## config.mk

```make
export PLATFORM = sky130hd
export DESIGN_NAME = uart_tx_arb_flat
export DESIGN_NICKNAME = d
export VERILOG_FILES = /design/src/rtl/uart_tx_arb_if.sv /design/src/rtl/uart_tx_arb.sv /design/src/flat_wrapper.sv
export SDC_FILE = /design/constraint.sdc
export NUM_CORES = 1
export LEC_CHECK = 0
export CORE_MARGIN = 4
export CORE_UTILIZATION = 53
export DETAILED_ROUTE_END_ITERATION = 6
export PLACE_DENSITY = 0.86
export SYNTH_ARGS = -nofsm -noshare
export SYNTH_HDL_FRONTEND = slang
export SYNTH_SLANG_ARGS = --single-unit
export TNS_END_PERCENT = 5
```

## constraint.sdc

```tcl
create_clock -name clk -period 4.7 [get_ports clk]
set_input_delay 0.94 -clock clk [delete_from_list [all_inputs] [get_ports clk]]
set_output_delay 0.94 -clock clk [all_outputs]
set_load 0.02 [all_outputs]
```

## src/rtl/uart_tx_arb_if.sv

```systemverilog
// -----------------------------------------------------------------------------
// uart_tx_arb_if
// Bundles the requester side (byte-valid/last/data with ack) and the uart_tx
// side (trmt/tx_data/tx_done) of the shared-transmitter arbiter.
//   req       : per-requester byte-valid, held until ack
//   req_last  : current byte is the last of its packet
//   req_data  : byte i in bits [8i+7:8i]
//   ack       : one-cycle capture pulse, one-hot
//   trmt      : one-cycle start pulse to uart_tx
//   tx_data   : byte presented to uart_tx
//   tx_done   : uart_tx completion pulse
// slave  : arbiter view.  master : requesters + transmitter view.
// -----------------------------------------------------------------------------
interface uart_tx_arb_if #(
   parameter int NUM_REQ = 4
);
   logic [NUM_REQ-1:0]   req;
   logic [NUM_REQ-1:0]   req_last;
   logic [8*NUM_REQ-1:0] req_data;
   logic [NUM_REQ-1:0]   ack;
   logic                 trmt;
   logic [7:0]           tx_data;
   logic                 tx_done;

   modport slave (
      input  req, req_last, req_data, tx_done,
      output ack, trmt, tx_data
   );

   modport master (
      output req, req_last, req_data, tx_done,
      input  ack, trmt, tx_data
   );
endinterface

```

## src/rtl/uart_tx_arb.sv

```systemverilog
// -----------------------------------------------------------------------------
// uart_tx_arb
// Round-robin arbiter/sequencer sharing one uart_tx among NUM_REQ requesters.
// A grant is held for a whole packet; if the owner goes quiet mid-packet for
// TIMEOUT cycles the grant is forcibly released and timeout_err latches.
// Ports:
//   clk, rst_n   : clock, asynchronous active-low reset
//   bus          : uart_tx_arb_if.slave (requester and uart_tx handshakes)
//   busy         : a packet grant is active
//   owner        : index of the current or last owner
//   timeout_err  : sticky forced-release flag, cleared only by reset
// -----------------------------------------------------------------------------
module uart_tx_arb #(
   parameter int NUM_REQ = 4,
   parameter int TIMEOUT = 1024
) (
   input  logic               clk,
   input  logic               rst_n,
   uart_tx_arb_if.slave       bus,
   output logic               busy,
   output logic [2:0]         owner,
   output logic               timeout_err
);

   localparam int CNT_W = (TIMEOUT > 1) ? $clog2(TIMEOUT) : 1;
   localparam logic [CNT_W-1:0] CNT_MAX = CNT_W'(TIMEOUT - 1);

   typedef enum logic [1:0] {IDLE, LOAD, WAIT, HOLD} state_t;

   state_t            state_q, state_d;
   logic [2:0]        owner_q, owner_d;
   logic [2:0]        rr_ptr_q, rr_ptr_d;
   logic [7:0]        tx_data_q, tx_data_d;
   logic              last_q, last_d;
   logic [CNT_W-1:0]  cnt_q, cnt_d;
   logic              busy_q, busy_d;
   logic              terr_q, terr_d;

   // Requester vectors padded to the 8-requester maximum so a 3-bit index
   // always selects exactly one bit/byte regardless of NUM_REQ.
   logic [7:0]  req_x;
   logic [7:0]  last_x;
   logic [63:0] data_x;
   logic [7:0]  ack_x;

   assign req_x  = 8'(bus.req);
   assign last_x = 8'(bus.req_last);
   assign data_x = 64'(bus.req_data);

   // Increment that wraps at NUM_REQ, so non-power-of-2 counts work.
   function automatic logic [2:0] next_idx(input logic [2:0] p);
      return (int'(p) >= NUM_REQ - 1) ? 3'd0 : p + 3'd1;
   endfunction

   // Round-robin search: first set req bit at or above rr_ptr, wrapping.
   logic [2:0] win;
   logic       win_vld;
   logic [3:0] cand;

   always_comb begin
      win     = 3'd0;
      win_vld = 1'b0;
      cand    = 4'd0;
      for (int i = 0; i < NUM_REQ; i++) begin
         cand = 4'(rr_ptr_q) + 4'(i);
         if (cand >= 4'(NUM_REQ)) cand = cand - 4'(NUM_REQ);
         if (!win_vld && req_x[cand[2:0]]) begin
            win     = cand[2:0];
            win_vld = 1'b1;
         end
      end
   end

   always_comb begin
      state_d   = state_q;
      owner_d   = owner_q;
      rr_ptr_d  = rr_ptr_q;
      tx_data_d = tx_data_q;
      last_d    = last_q;
      cnt_d     = cnt_q;
      busy_d    = busy_q;
      terr_d    = terr_q;
      case (state_q)
         IDLE: begin
            if (win_vld) begin
               owner_d   = win;
               tx_data_d = data_x[{win, 3'b000} +: 8];
               last_d    = last_x[win];
               busy_d    = 1'b1;
               state_d   = LOAD;
            end
         end
         LOAD: state_d = WAIT;
         WAIT: begin
            if (bus.tx_done) begin
               if (last_q) begin
                  rr_ptr_d = next_idx(owner_q);
                  busy_d   = 1'b0;
                  state_d  = IDLE;
               end else if (req_x[owner_q]) begin
                  tx_data_d = data_x[{owner_q, 3'b000} +: 8];
                  last_d    = last_x[owner_q];
                  state_d   = LOAD;
               end else begin
                  cnt_d   = '0;
                  state_d = HOLD;
               end
            end
         end
         HOLD: begin
            // Owner's next byte wins over an expiring timeout.
            if (req_x[owner_q]) begin
               tx_data_d = data_x[{owner_q, 3'b000} +: 8];
               last_d    = last_x[owner_q];
               state_d   = LOAD;
            end else if (cnt_q == CNT_MAX) begin
               terr_d   = 1'b1;
               rr_ptr_d = next_idx(owner_q);
               busy_d   = 1'b0;
               state_d  = IDLE;
            end else begin
               cnt_d = cnt_q + CNT_W'(1);
            end
         end
         default: state_d = IDLE;
      endcase
   end

   // State/register boundary
   always_ff @(posedge clk or negedge rst_n) begin
      if (!rst_n) begin
         state_q   <= IDLE;
         owner_q   <= 3'd0;
         rr_ptr_q  <= 3'd0;
         tx_data_q <= 8'h00;
         last_q    <= 1'b0;
         cnt_q     <= '0;
         busy_q    <= 1'b0;
         terr_q    <= 1'b0;
      end else begin
         state_q   <= state_d;
         owner_q   <= owner_d;
         rr_ptr_q  <= rr_ptr_d;
         tx_data_q <= tx_data_d;
         last_q    <= last_d;
         cnt_q     <= cnt_d;
         busy_q    <= busy_d;
         terr_q    <= terr_d;
      end
   end

   assign ack_x       = 8'd1 << owner_q;
   assign bus.trmt    = (state_q == LOAD);
   assign bus.ack     = (state_q == LOAD) ? ack_x[NUM_REQ-1:0] : '0;
   assign bus.tx_data = tx_data_q;
   assign busy        = busy_q;
   assign owner       = owner_q;
   assign timeout_err = terr_q;

endmodule

```

## src/flat_wrapper.sv

```systemverilog
// flat-port wrapper written by rule: the top's interface ports become plain ports
module uart_tx_arb_flat 
#(
   parameter int NUM_REQ = 4,
   parameter int TIMEOUT = 1024
)
  (clk, rst_n, busy, owner, timeout_err, bus_req, bus_req_last, bus_req_data, bus_tx_done, bus_ack, bus_trmt, bus_tx_data);
  uart_tx_arb_if #(.NUM_REQ(NUM_REQ)) bus_i ();
  input  logic clk;
  input  logic rst_n;
  output logic busy;
  output logic [2:0] owner;
  output logic timeout_err;
  input wire logic [$bits(bus_i.req)-1:0] bus_req;
  input wire logic [$bits(bus_i.req_last)-1:0] bus_req_last;
  input wire logic [$bits(bus_i.req_data)-1:0] bus_req_data;
  input wire logic [$bits(bus_i.tx_done)-1:0] bus_tx_done;
  output wire logic [$bits(bus_i.ack)-1:0] bus_ack;
  output wire logic [$bits(bus_i.trmt)-1:0] bus_trmt;
  output wire logic [$bits(bus_i.tx_data)-1:0] bus_tx_data;
  assign bus_i.req = bus_req;
  assign bus_i.req_last = bus_req_last;
  assign bus_i.req_data = bus_req_data;
  assign bus_i.tx_done = bus_tx_done;
  assign bus_ack = bus_i.ack;
  assign bus_trmt = bus_i.trmt;
  assign bus_tx_data = bus_i.tx_data;
  uart_tx_arb #(.NUM_REQ(NUM_REQ), .TIMEOUT(TIMEOUT)) u_core (.clk(clk), .rst_n(rst_n), .bus(bus_i), .busy(busy), .owner(owner), .timeout_err(timeout_err));
endmodule
```

==> results of run 1 <==
==> through the flow <==
stage               power (mW)  instances  utilization
floorplan                 1.36        240            -
global placement          1.57        337        0.695
detailed placement        1.59        337        0.695
CTS                       1.87        345        0.723
global route              2.03        345        0.723
finish                    1.87        345        0.723
==> cells in the final DEF (no fill, tap or decap), types with 8 or more instances in the layout <==
cell type / n
sky130_fd_sc_hd__clkdlybuf4s50_1: 60
sky130_fd_sc_hd__dfrtp_1: 29
sky130_fd_sc_hd__nor2_1: 19
sky130_fd_sc_hd__mux2i_1: 19
sky130_fd_sc_hd__nand2_1: 19
sky130_fd_sc_hd__o21ai_0: 15
sky130_fd_sc_hd__inv_1: 10
sky130_fd_sc_hd__nor2b_1: 10
sky130_fd_sc_hd__a21oi_1: 8
sky130_fd_sc_hd__ha_1: 8
==> cell families (layout without fill, tap and decap cells) <==
kind of cell / after synthesis / in the layout / synth area share
flops: 29 / 29 / 0.319
buf+inv: 24 / 79 / 0.0633
fa+ha+maj: 8 / 8 / 0.0440
simple gates: 79 / 79 / 0.173
mux: 29 / 29 / 0.154
compound gates: 71 / 71 / 0.246
==> worst paths after layout <==
check                                    from               endpoint  slack [ps]
max                                bus_req[3]  u_core.bus.tx_data[5]        1210
min                               u_core.busy            u_core.busy         480
max reg2reg                u_core.rr_ptr_q[0]  u_core.bus.tx_data[2]        1330
min reg2reg                       u_core.busy            u_core.busy         480
max in group asynchronous               rst_n  u_core.bus.tx_data[2]        3370
min in group asynchronous               rst_n        u_core.cnt_q[7]        1040
==> state kept, by name, summed over array words and instances, names as in the netlist <==
| signal | count |
|---|---|
| u_core.timeout_err | 1 |
| u_core.busy | 1 |
| u_core.owner | 3 |
| u_core.state_q | 2 |
| u_core.rr_ptr_q | 3 |
| u_core.bus.tx_data | 8 |
| u_core.last_q | 1 |
| u_core.cnt_q | 10 |
==> where the power goes <==
| part | switching, mW | internal [mW] | leakage, nW |
|---|---|---|---|
| registers | 0.153 | 0.347 | 0.348 |
| logic | 0.588 | 0.511 | 0.830 |
| clock network | 0.0964 | 0.173 | 0.0585 |
==> layout make-up <==
| type | instances | share of cell area |
|---|---|---|
| clock buffers | 7 | 0.0292 |
| multi-input cells | 187 | 0.475 |
| well taps | 50 | 0.0212 |
| inverters | 10 | 0.0127 |
| clock inverters | 1 | 0.0102 |
| repair buffers | 61 | 0.206 |
| flip-flops and latches | 29 | 0.246 |
==> metal layers <==
layer,wire length (µm),share of wire,vias up
met3,579,0.10,12
li1,-,-,1010
met1,2390,0.43,957
met4,96,0.017,0
met5,0,0,-
met2,2470,0.45,106
==> critical path: stages <==
cell	delay, ps
sky130_fd_sc_hd__clkdlybuf4s50_1	680
sky130_fd_sc_hd__mux2i_1	210
sky130_fd_sc_hd__o22a_1	280
sky130_fd_sc_hd__a211o_1	270
sky130_fd_sc_hd__a32o_1	290
sky130_fd_sc_hd__mux2i_2	410
sky130_fd_sc_hd__and2_1	410
sky130_fd_sc_hd__a211oi_1	120
==> out/metrics.json, run 1 <==
{
  "worst_hold_path": {
    "hold_depth": 2,
    "worst_hold_path_type": "reg2reg"
  },
  "cells_and_area": {
    "area_growth_syn_to_layout_pct": 29.9,
    "finish.instance_area_um2": 2960,
    "regArea_um2": 726,
    "drive_above_1_share": 0.105,
    "multi_input_comb_area_um2": 1410,
    "fin_nets": 345,
    "count_of_filler_cells_inserted_in_the_layout": 294,
    "antennaDiodeCount": 0
  },
  "routing": {
    "drt-pass1-iter-count": 4,
    "drt-vias-per-instance": 6.04,
    "detail_routed_net_length_per_standard_cell_um": 16.0,
    "vias": 2085,
    "initial_drc_count": 193,
    "number_of_nets_still_failing_antenna_checks_after_routing": 0,
    "wirelength_um": 5540,
    "post-route-drc-count": 0
  },
  "place": {
    "numPortBuffers": 60,
    "final_estimated_routing_congestion_in_global_placement": 0.866,
    "dpl_worst_slack_ps": 974,
    "placedInstanceArea_um2": 2840,
    "hpwl_after_detailed_placement_um": 4110
  },
  "global_routing": {
    "global_route.peak_usage_layer": "met2",
    "grtUsageMet2": 0.331,
    "grt_max_degree": 30,
    "grt_overflow": 0,
    "grt_antenna_before_repair": 0,
    "met1_usage": 0.313,
    "gr-usage-met3": 0.0575,
    "first_global_vias": 1972,
    "global_route_wire_length_before_repair_um": 9390,
    "groute.usage.overall": 0.223
  },
  "worst_setup_path": {
    "setup.worst_path.end_class": "register",
    "rr_worst_depth": 9,
    "cp_max_fo": 11,
    "worstSetupStartpointType": "input pin",
    "setup.worst_path.class": "in2reg",
    "cp.required_ps": 4850,
    "cp_data_arrival_time_ps": 3630
  },
  "logic_synthesis": {
    "synth_top_area_cell": "sky130_fd_sc_hd__dfrtp_1",
    "synth_commonest_cells": "29 x sky130_fd_sc_hd__dfrtp_1, 19 x sky130_fd_sc_hd__mux2i_1, 19 x sky130_fd_sc_hd__nand2_1, 19 x sky130_fd_sc_hd__nor2_1, 15 x sky130_fd_sc_hd__o21ai_0",
    "synthesis.area_um2": 2270,
    "netlist-cell-type-count": 54,
    "synthMostInstantiatedCell": "sky130_fd_sc_hd__dfrtp_1",
    "mappedNetlistNets": 291,
    "postSynth.asyncResetShare": 1.00,
    "synth_sequential_area_ratio": 0.319,
    "postSynthRegisterBits": 29,
    "netlist.area_leader.share": 0.319,
    "syn_inst": 240,
    "synth_warnings": 0,
    "synth_top_cells_by_area": "sky130_fd_sc_hd__dfrtp_1 32%, sky130_fd_sc_hd__mux2i_1 8.4%, sky130_fd_sc_hd__ha_1 4.4%",
    "synth_flop_cell": "sky130_fd_sc_hd__dfrtp_1",
    "synth.avg_cell_area_um2": 9.48,
    "synth_enable_flop_cells": 0
  },
  "timing": {
    "worst_slack_ps": 1210,
    "hold_slack_ps": 481,
    "report.final.slew_viol_count": 0,
    "min_period_ps": 3490,
    "hold_viol_final": 0,
    "final_total_negative_setup_slack_ps": 0,
    "timing_worst_slew_pin_value_ps": 640,
    "skew_final_ps": 2.85,
    "setup_violations": 0,
    "max_freq_mhz": 287,
    "fraction_of_the_cycle_the_final_worst_path_needs": 0.742,
    "rsz_0062_raised_after_global_routing": "false",
    "max_slew_headroom": 0.573
  },
  "die": {
    "design.core.area_um2": 4090,
    "std_cell_rows": 23,
    "fp.dieH_um": 73.5,
    "design.portCount": 61,
    "die_area_um2": 5400,
    "fp.dieW_um": 73.5,
    "floorplan.initialDensity": 0.557
  },
  "pwr": {
    "power.ir.vdd_worst_mv": 0.392,
    "leakage_component_of_the_power_nw": 1.24,
    "p_per_area_nw_per_um2": 632
  },
  "clocking": {
    "cts_max_path_buffers": 2,
    "cts-buffers-inserted": 5,
    "htree_levels": 2,
    "tritoncts_num_sinks": 29,
    "cts_tree": "done",
    "total_of_hold_buffers_inserted_after_clock_tree_synthesis": 0,
    "post-cts-setup-buffer-count": 0,
    "clock_input_transition_at_the_sequential_cells_of_the_worst_setup_and_hold_paths_ps": 60,
    "postCtsResizedCells": 0,
    "insertion_delay_ps": 280,
    "cts_root_buffer": "sky130_fd_sc_hd__clkbuf_8"
  },
  "flow_run": {
    "cap_violations": 0
  },
  "status": {
    "run_status": "complete, no violations"
  }
}
(Power assumes the default switching activity.)
==> run 2: changes to the inputs <==
--- a/config.mk
+++ b/config.mk
@@ -6,9 +6,9 @@
 export NUM_CORES = 1
 export LEC_CHECK = 0
 export CORE_MARGIN = 4
-export CORE_UTILIZATION = 53
+export CORE_UTILIZATION = 44
 export DETAILED_ROUTE_END_ITERATION = 6
-export PLACE_DENSITY = 0.86
+export PLACE_DENSITY = 0.77
 export SYNTH_ARGS = -nofsm -noshare
 export SYNTH_HDL_FRONTEND = slang
 export SYNTH_SLANG_ARGS = --single-unit
==> constraint.sdc (replaced) <==
create_clock -name clk -period 2.8 [get_ports clk]
set_input_delay 0.56 -clock clk [delete_from_list [all_inputs] [get_ports clk]]
set_output_delay 0.56 -clock clk [all_outputs]
set_load 0.02 [all_outputs]
==> out/metrics.json, run 2 (same netlist as run 1, synthesis figures left out) <==
{
  "timing": {
    "worst_slack_ps": 64.2,
    "fraction_of_the_cycle_the_final_worst_path_needs": 0.977,
    "timing_worst_slew_pin_value_ps": 577,
    "max_freq_mhz": 366,
    "min_period_ps": 2740,
    "report.final.slew_viol_count": 0,
    "max_slew_headroom": 0.615,
    "rsz_0062_raised_after_global_routing": "true",
    "hold_viol_final": 0,
    "skew_final_ps": 4.03,
    "setup_violations": 0
  },
  "worst_setup_path": {
    "setup.worst_path.end_class": "register",
    "cp_cell_sequence": "clkdlybuf4s50_1 > buf_4 > mux4_2 > and2_1 > inv_1 > o21a_1 > nor2_1 > a221oi_2",
    "cp.required_ps": 3000,
    "crit_buf_inv": 3,
    "family_with_the_most_delay_on_the_worst_path": "buffers and inverters",
    "worstSetupStartpointType": "input pin",
    "cp_max_fo": 8,
    "crit_path_top_delay_cell": "sky130_fd_sc_hd__o21a_1",
    "slowest_stage_delay_cp_ps": 500,
    "setup.worst_path.class": "in2reg",
    "cp_data_arrival_time_ps": 2930
  },
  "cells_and_area": {
    "drive_above_1_share": 0.239,
    "registers.top_by_ff_count": "u_core.cnt_q",
    "multi_input_comb_area_um2": 1520,
    "count_of_filler_cells_inserted_in_the_layout": 421,
    "regArea_um2": 726,
    "area_growth_syn_to_layout_pct": 46.4,
    "fin_nets": 377,
    "antennaDiodeCount": 0,
    "post_layout_nonfiller_instances": 394,
    "final_common_cell": "sky130_fd_sc_hd__clkdlybuf4s50_1",
    "largest_register_ff_count": 10,
    "most-common-layout-cells": "60 x sky130_fd_sc_hd__clkdlybuf4s50_1, 30 x sky130_fd_sc_hd__buf_4, 29 x sky130_fd_sc_hd__dfrtp_1"
  },
  "pwr": {
    "power_mw": 3.68,
    "total_switching_power_mw": 1.63,
    "clockPowerShare": 0.104,
    "switching_power_share_of_the_total": 0.443,
    "power.combinational.fraction": 0.689,
    "p_per_area_nw_per_um2": 1100,
    "leakage_component_of_the_power_nw": 1.41,
    "internal-power_mw": 2.05,
    "power.ir.vdd_worst_mv": 0.627,
    "seqPwrFrac": 0.207
  },
  "global_routing": {
    "grt_antenna_before_repair": 0,
    "groute.usage.overall": 0.204,
    "grt_overflow": 0,
    "first_global_vias": 2116,
    "global_route_wire_length_before_repair_um": 10200,
    "grt_max_degree": 30
  },
  "routing": {
    "drt-vias-per-instance": 5.56,
    "detail_routed_net_length_per_standard_cell_um": 15.7,
    "drt-pass1-iter-count": 4,
    "post-route-drc-count": 0,
    "number_of_nets_still_failing_antenna_checks_after_routing": 0,
    "vias": 2192,
    "initial_drc_count": 143,
    "wirelength_um": 6180
  },
  "die": {
    "design.portCount": 61,
    "design.core.area_um2": 4880,
    "die_area_um2": 6380,
    "fp.dieH_um": 79.9,
    "floorplan.initialDensity": 0.466,
    "std_cell_rows": 25,
    "fp.dieW_um": 79.9
  },
  "place": {
    "final_estimated_routing_congestion_in_global_placement": 0.892,
    "placed_cells_incl_taps": 383,
    "numPortBuffers": 60,
    "dpl_worst_slack_ps": -383,
    "hpwl_after_detailed_placement_um": 4560
  },
  "clocking": {
    "cts-buffers-inserted": 5,
    "clock_input_transition_at_the_sequential_cells_of_the_worst_setup_and_hold_paths_ps": 60,
    "htree_levels": 2,
    "tritoncts_num_sinks": 29,
    "cts_max_path_buffers": 2,
    "cts_tree": "done",
    "total_of_hold_buffers_inserted_after_clock_tree_synthesis": 0,
    "cts_root_buffer": "sky130_fd_sc_hd__clkbuf_8",
    "insertion_delay_ps": 290
  },
  "status": {
    "run_status": "complete, no violations"
  },
  "worst_hold_path": {
    "worst_hold_path_type": "reg2reg"
  },
  "flow_run": {
    "cap_violations": 0
  }
}
==> run 2: cell types whose count changed in the layout (fill, tap and decap cells not counted), sizes merged <==
| cell | change |
|---|---|
| buf | +31 |
| bufinv | -1 |
| clkinv | +1 |
| o31a | +1 |
==> run 2: power groups by stage <==
stage | clock [mW] | sequential [mW] | combinational, mW
floorplan | 0 | 0.801 | 1.51
global placement | 0 | 0.758 | 2.24
detailed placement | 0 | 0.757 | 2.29
CTS | 0.387 | 0.758 | 2.30
global route | 0.405 | 0.793 | 2.76
finish | 0.382 | 0.762 | 2.53
==> run 2: stage by stage <==
stage | setup TNS (ps) | utilization | hold slack, ps | cell area, µm²
6_report | 0 | 0.682 | 486 | 3330
3_3_place_gp | -1770 | 0.637 | 467 | 3110
3_5_place_dp | -3020 | 0.637 | 481 | 3110
5_1_grt | -251 | 0.682 | 515 | 3330
4_1_cts | 0 | 0.658 | 495 | 3210
2_1_floorplan | -160 | - | 264 | 2290
==> run 2: what timing repair did <==
| action | CTS | global route |
|---|---|---|
| pin swaps | 0 | 1 |
| gates resized for setup | 2 | 20 |
| setup endpoints to repair | 2 | 10 |
| buffers inserted | 0 | 2 |
| cloned | 0 | 1 |
==> run 2: worst paths after layout <==
check / start / endpoint / slack, ps / depth (start not counted)
worst max-delay path: bus_req[2] / u_core.bus.tx_data[6] / 60 / 8
worst min-delay path: u_core.timeout_err / u_core.timeout_err / 490 / 1
worst max register to register: u_core.rr_ptr_q[1] / u_core.bus.tx_data[1] / 120 / 10
worst min register to register: u_core.timeout_err / u_core.timeout_err / 490 / 1
max in group asynchronous: rst_n / u_core.owner[0] / 1860 / 2
min in group asynchronous: rst_n / u_core.cnt_q[2] / 660 / 2
==> run 2: cell type report <==
type,instances,share of cell area
timing repair buffer,92,0.257
clock inverter,1,0.00150
tap,67,0.0252
inverter,10,0.0113
clock buffer,7,0.0289
multi-input combinational,188,0.458
sequential,29,0.218
==> run 2: worst reg2reg max path: cells and delay by family (launching register included) <==
family	cells	cell delay (ps)
adders and majority gates	1	350
buffers and inverters	3	490
muxes	1	190
and+or+nand+nor	1	200
AOI/OAI and AO/OA	4	970
DFF	1	370
==> run 2: metal layers <==
metal | GRT usage | part of all wire | vias to the layer above
met2 | 0.314 | 0.47 | 83
met4 | 0.0642 | 0.013 | 0
li1 | - | - | 1074
met1 | 0.272 | 0.43 | 1026
met3 | 0.0655 | 0.083 | 9
met5 | 0 | 0 | -
==> run 3: changes to the inputs <==
--- a/config.mk
+++ b/config.mk
@@ -5,7 +5,7 @@
 export SDC_FILE = /design/constraint.sdc
 export NUM_CORES = 1
 export LEC_CHECK = 0
-export CORE_MARGIN = 4
+export CORE_MARGIN = 3
 export CORE_UTILIZATION = 44
 export DETAILED_ROUTE_END_ITERATION = 6
 export PLACE_DENSITY = 0.77
==> out/metrics.json, run 3 (same netlist as run 1, synthesis figures left out) <==
{
  "status": {
    "run_status": "complete, no violations"
  },
  "cells_and_area": {
    "final_core_utilization": 0.699,
    "fin_nets": 379,
    "most-common-layout-cells": "59 x sky130_fd_sc_hd__clkdlybuf4s50_1, 31 x sky130_fd_sc_hd__buf_4, 29 x sky130_fd_sc_hd__dfrtp_1",
    "largest_register_ff_count": 10,
    "registers.top_by_ff_count": "u_core.cnt_q",
    "drive_above_1_share": 0.237,
    "final_common_cell": "sky130_fd_sc_hd__clkdlybuf4s50_1",
    "antennaDiodeCount": 0,
    "area_growth_syn_to_layout_pct": 49.0
  },
  "timing": {
    "max_freq_mhz": 366,
    "hold_viol_final": 0,
    "min_period_ps": 2730,
    "setup_violations": 0,
    "fraction_of_the_cycle_the_final_worst_path_needs": 0.975,
    "skew_final_ps": 7.84,
    "timing_worst_slew_pin_value_ps": 491,
    "report.final.slew_viol_count": 0,
    "worst_slack_ps": 70.9,
    "max_slew_headroom": 0.669
  },
  "global_routing": {
    "first_global_vias": 2313,
    "grt_max_degree": 30,
    "grt_antenna_before_repair": 0,
    "grt_overflow": 0,
    "met1_usage": 0.255,
    "global_route_wire_length_before_repair_um": 10300,
    "gr-usage-met3": 0.0650,
    "groute.usage.overall": 0.212,
    "grtUsageMet2": 0.368,
    "global_route.peak_usage_layer": "met2"
  },
  "worst_setup_path": {
    "worstSetupStartpointType": "input pin",
    "setup.worst_path.end_class": "register",
    "cp_cell_sequence": "clkdlybuf4s50_1 > buf_4 > mux2i_1 > o22a_2 > a211o_1 > a32o_1 > buf_4 > mux2_2 > o31ai_1 > a21oi_1",
    "timing.rr.start": "u_core.rr_ptr_q[0]",
    "cp_data_arrival_time_ps": 2890,
    "reg2reg_to": "u_core.bus.tx_data[3]",
    "critPathMostFrequentCell": "sky130_fd_sc_hd__buf_4",
    "cp.required_ps": 2960,
    "crit_path_top_delay_cell": "sky130_fd_sc_hd__clkdlybuf4s50_1",
    "setup.reg_to_reg.worst_slack_ps": 120,
    "rr_worst_depth": 10,
    "slowest_stage_delay_cp_ps": 530,
    "cp_max_fo": 4,
    "setup.worst_path.class": "in2reg"
  },
  "die": {
    "floorplan.initialDensity": 0.469,
    "die_area_um2": 6070,
    "design.portCount": 61,
    "std_cell_rows": 25,
    "fp.dieH_um": 77.9,
    "fp.dieW_um": 77.9,
    "design.core.area_um2": 4850
  },
  "pwr": {
    "p_per_area_nw_per_um2": 1150,
    "power.ir.vdd_worst_mv": 0.610,
    "power_mw": 3.91,
    "leakage_component_of_the_power_nw": 1.44
  },
  "routing": {
    "initial_drc_count": 118,
    "post-route-drc-count": 0,
    "number_of_nets_still_failing_antenna_checks_after_routing": 0,
    "drt-vias-per-instance": 5.64,
    "wirelength_um": 6330,
    "drt-pass1-iter-count": 4,
    "detail_routed_net_length_per_standard_cell_um": 16.0,
    "vias": 2234
  },
  "clocking": {
    "clock_input_transition_at_the_sequential_cells_of_the_worst_setup_and_hold_paths_ps": 60,
    "cts-buffers-inserted": 5,
    "cts_root_buffer": "sky130_fd_sc_hd__clkbuf_8",
    "cts_max_path_buffers": 2,
    "tritoncts_num_sinks": 29,
    "htree_levels": 2,
    "cts_tree": "done",
    "insertion_delay_ps": 290
  },
  "flow_run": {
    "cap_violations": 0
  },
  "worst_hold_path": {
    "worst_hold_path_type": "reg2reg",
    "hold_depth": 2,
    "min_from": "u_core.busy",
    "hold_end": "u_core.busy"
  },
  "place": {
    "final_estimated_routing_congestion_in_global_placement": 0.876,
    "numPortBuffers": 60,
    "hpwl_after_detailed_placement_um": 4760,
    "dpl_worst_slack_ps": -422
  }
}
## run 3: how the worst max path moves through the flow
stage                        from                     to  slack, ps
5_1_grt        u_core.rr_ptr_q[0]  u_core.bus.tx_data[3]         -5
6_report               bus_req[0]          u_core.last_q         70
3_3_place_gp           bus_req[2]  u_core.bus.tx_data[0]       -190
4_1_cts                bus_req[2]  u_core.bus.tx_data[2]        -20
2_1_floorplan  u_core.rr_ptr_q[0]  u_core.bus.tx_data[0]        -40
3_5_place_dp           bus_req[2]  u_core.bus.tx_data[7]       -420
## run 3: cell type report
| cell class | count | area (µm²) |
|---|---|---|
| fill | 380 | 1460 |
| clock inverter | 3 | 65.1 |
| tap | 67 | 83.8 |
| multi-input combinational | 187 | 1510 |
| sequential | 29 | 726 |
| clock buffer | 5 | 68.8 |
| inverter | 10 | 37.5 |
| timing repair buffer | 95 | 898 |
## run 3: power breakdown
group | switching (mW) | internal (mW)
logic | 1.33 | 1.31
registers | 0.163 | 0.584
clock network | 0.173 | 0.353
total | 1.67 | 2.25
## run 3: critical path: cells and delay by family
kind | cells | cell delay, ps
compound gates | 5 | 1130
mux | 2 | 360
buf+inv | 3 | 840
## run 3: per-layer routing
layer / vias up / wire [µm]
met3: 13 / 502
met2: 96 / 3080
li1: 1073 / -
met1: 1052 / 2680
met4: 0 / 77
met5: - / 0
## run 3: per-stage QoR
stage          hold slack (ps)  setup TNS (ps)  instances  area (µm²)
2_1_floorplan              264            -160        240        2290
6_report                   471               0        396        3390
3_5_place_dp               464           -2390        384        3130
5_1_grt                    537           -5.16        396        3390
3_3_place_gp               461           -1500        384        3130
4_1_cts                    479           -17.7        392        3270
## run 3: timing repair
item | CTS | global route
pin swaps | 0 | 4
resized for setup | 3 | 22
hold buffers | 0 | 0
endpoints found under the setup margin | 3 | 9
setup buffers | 0 | 4
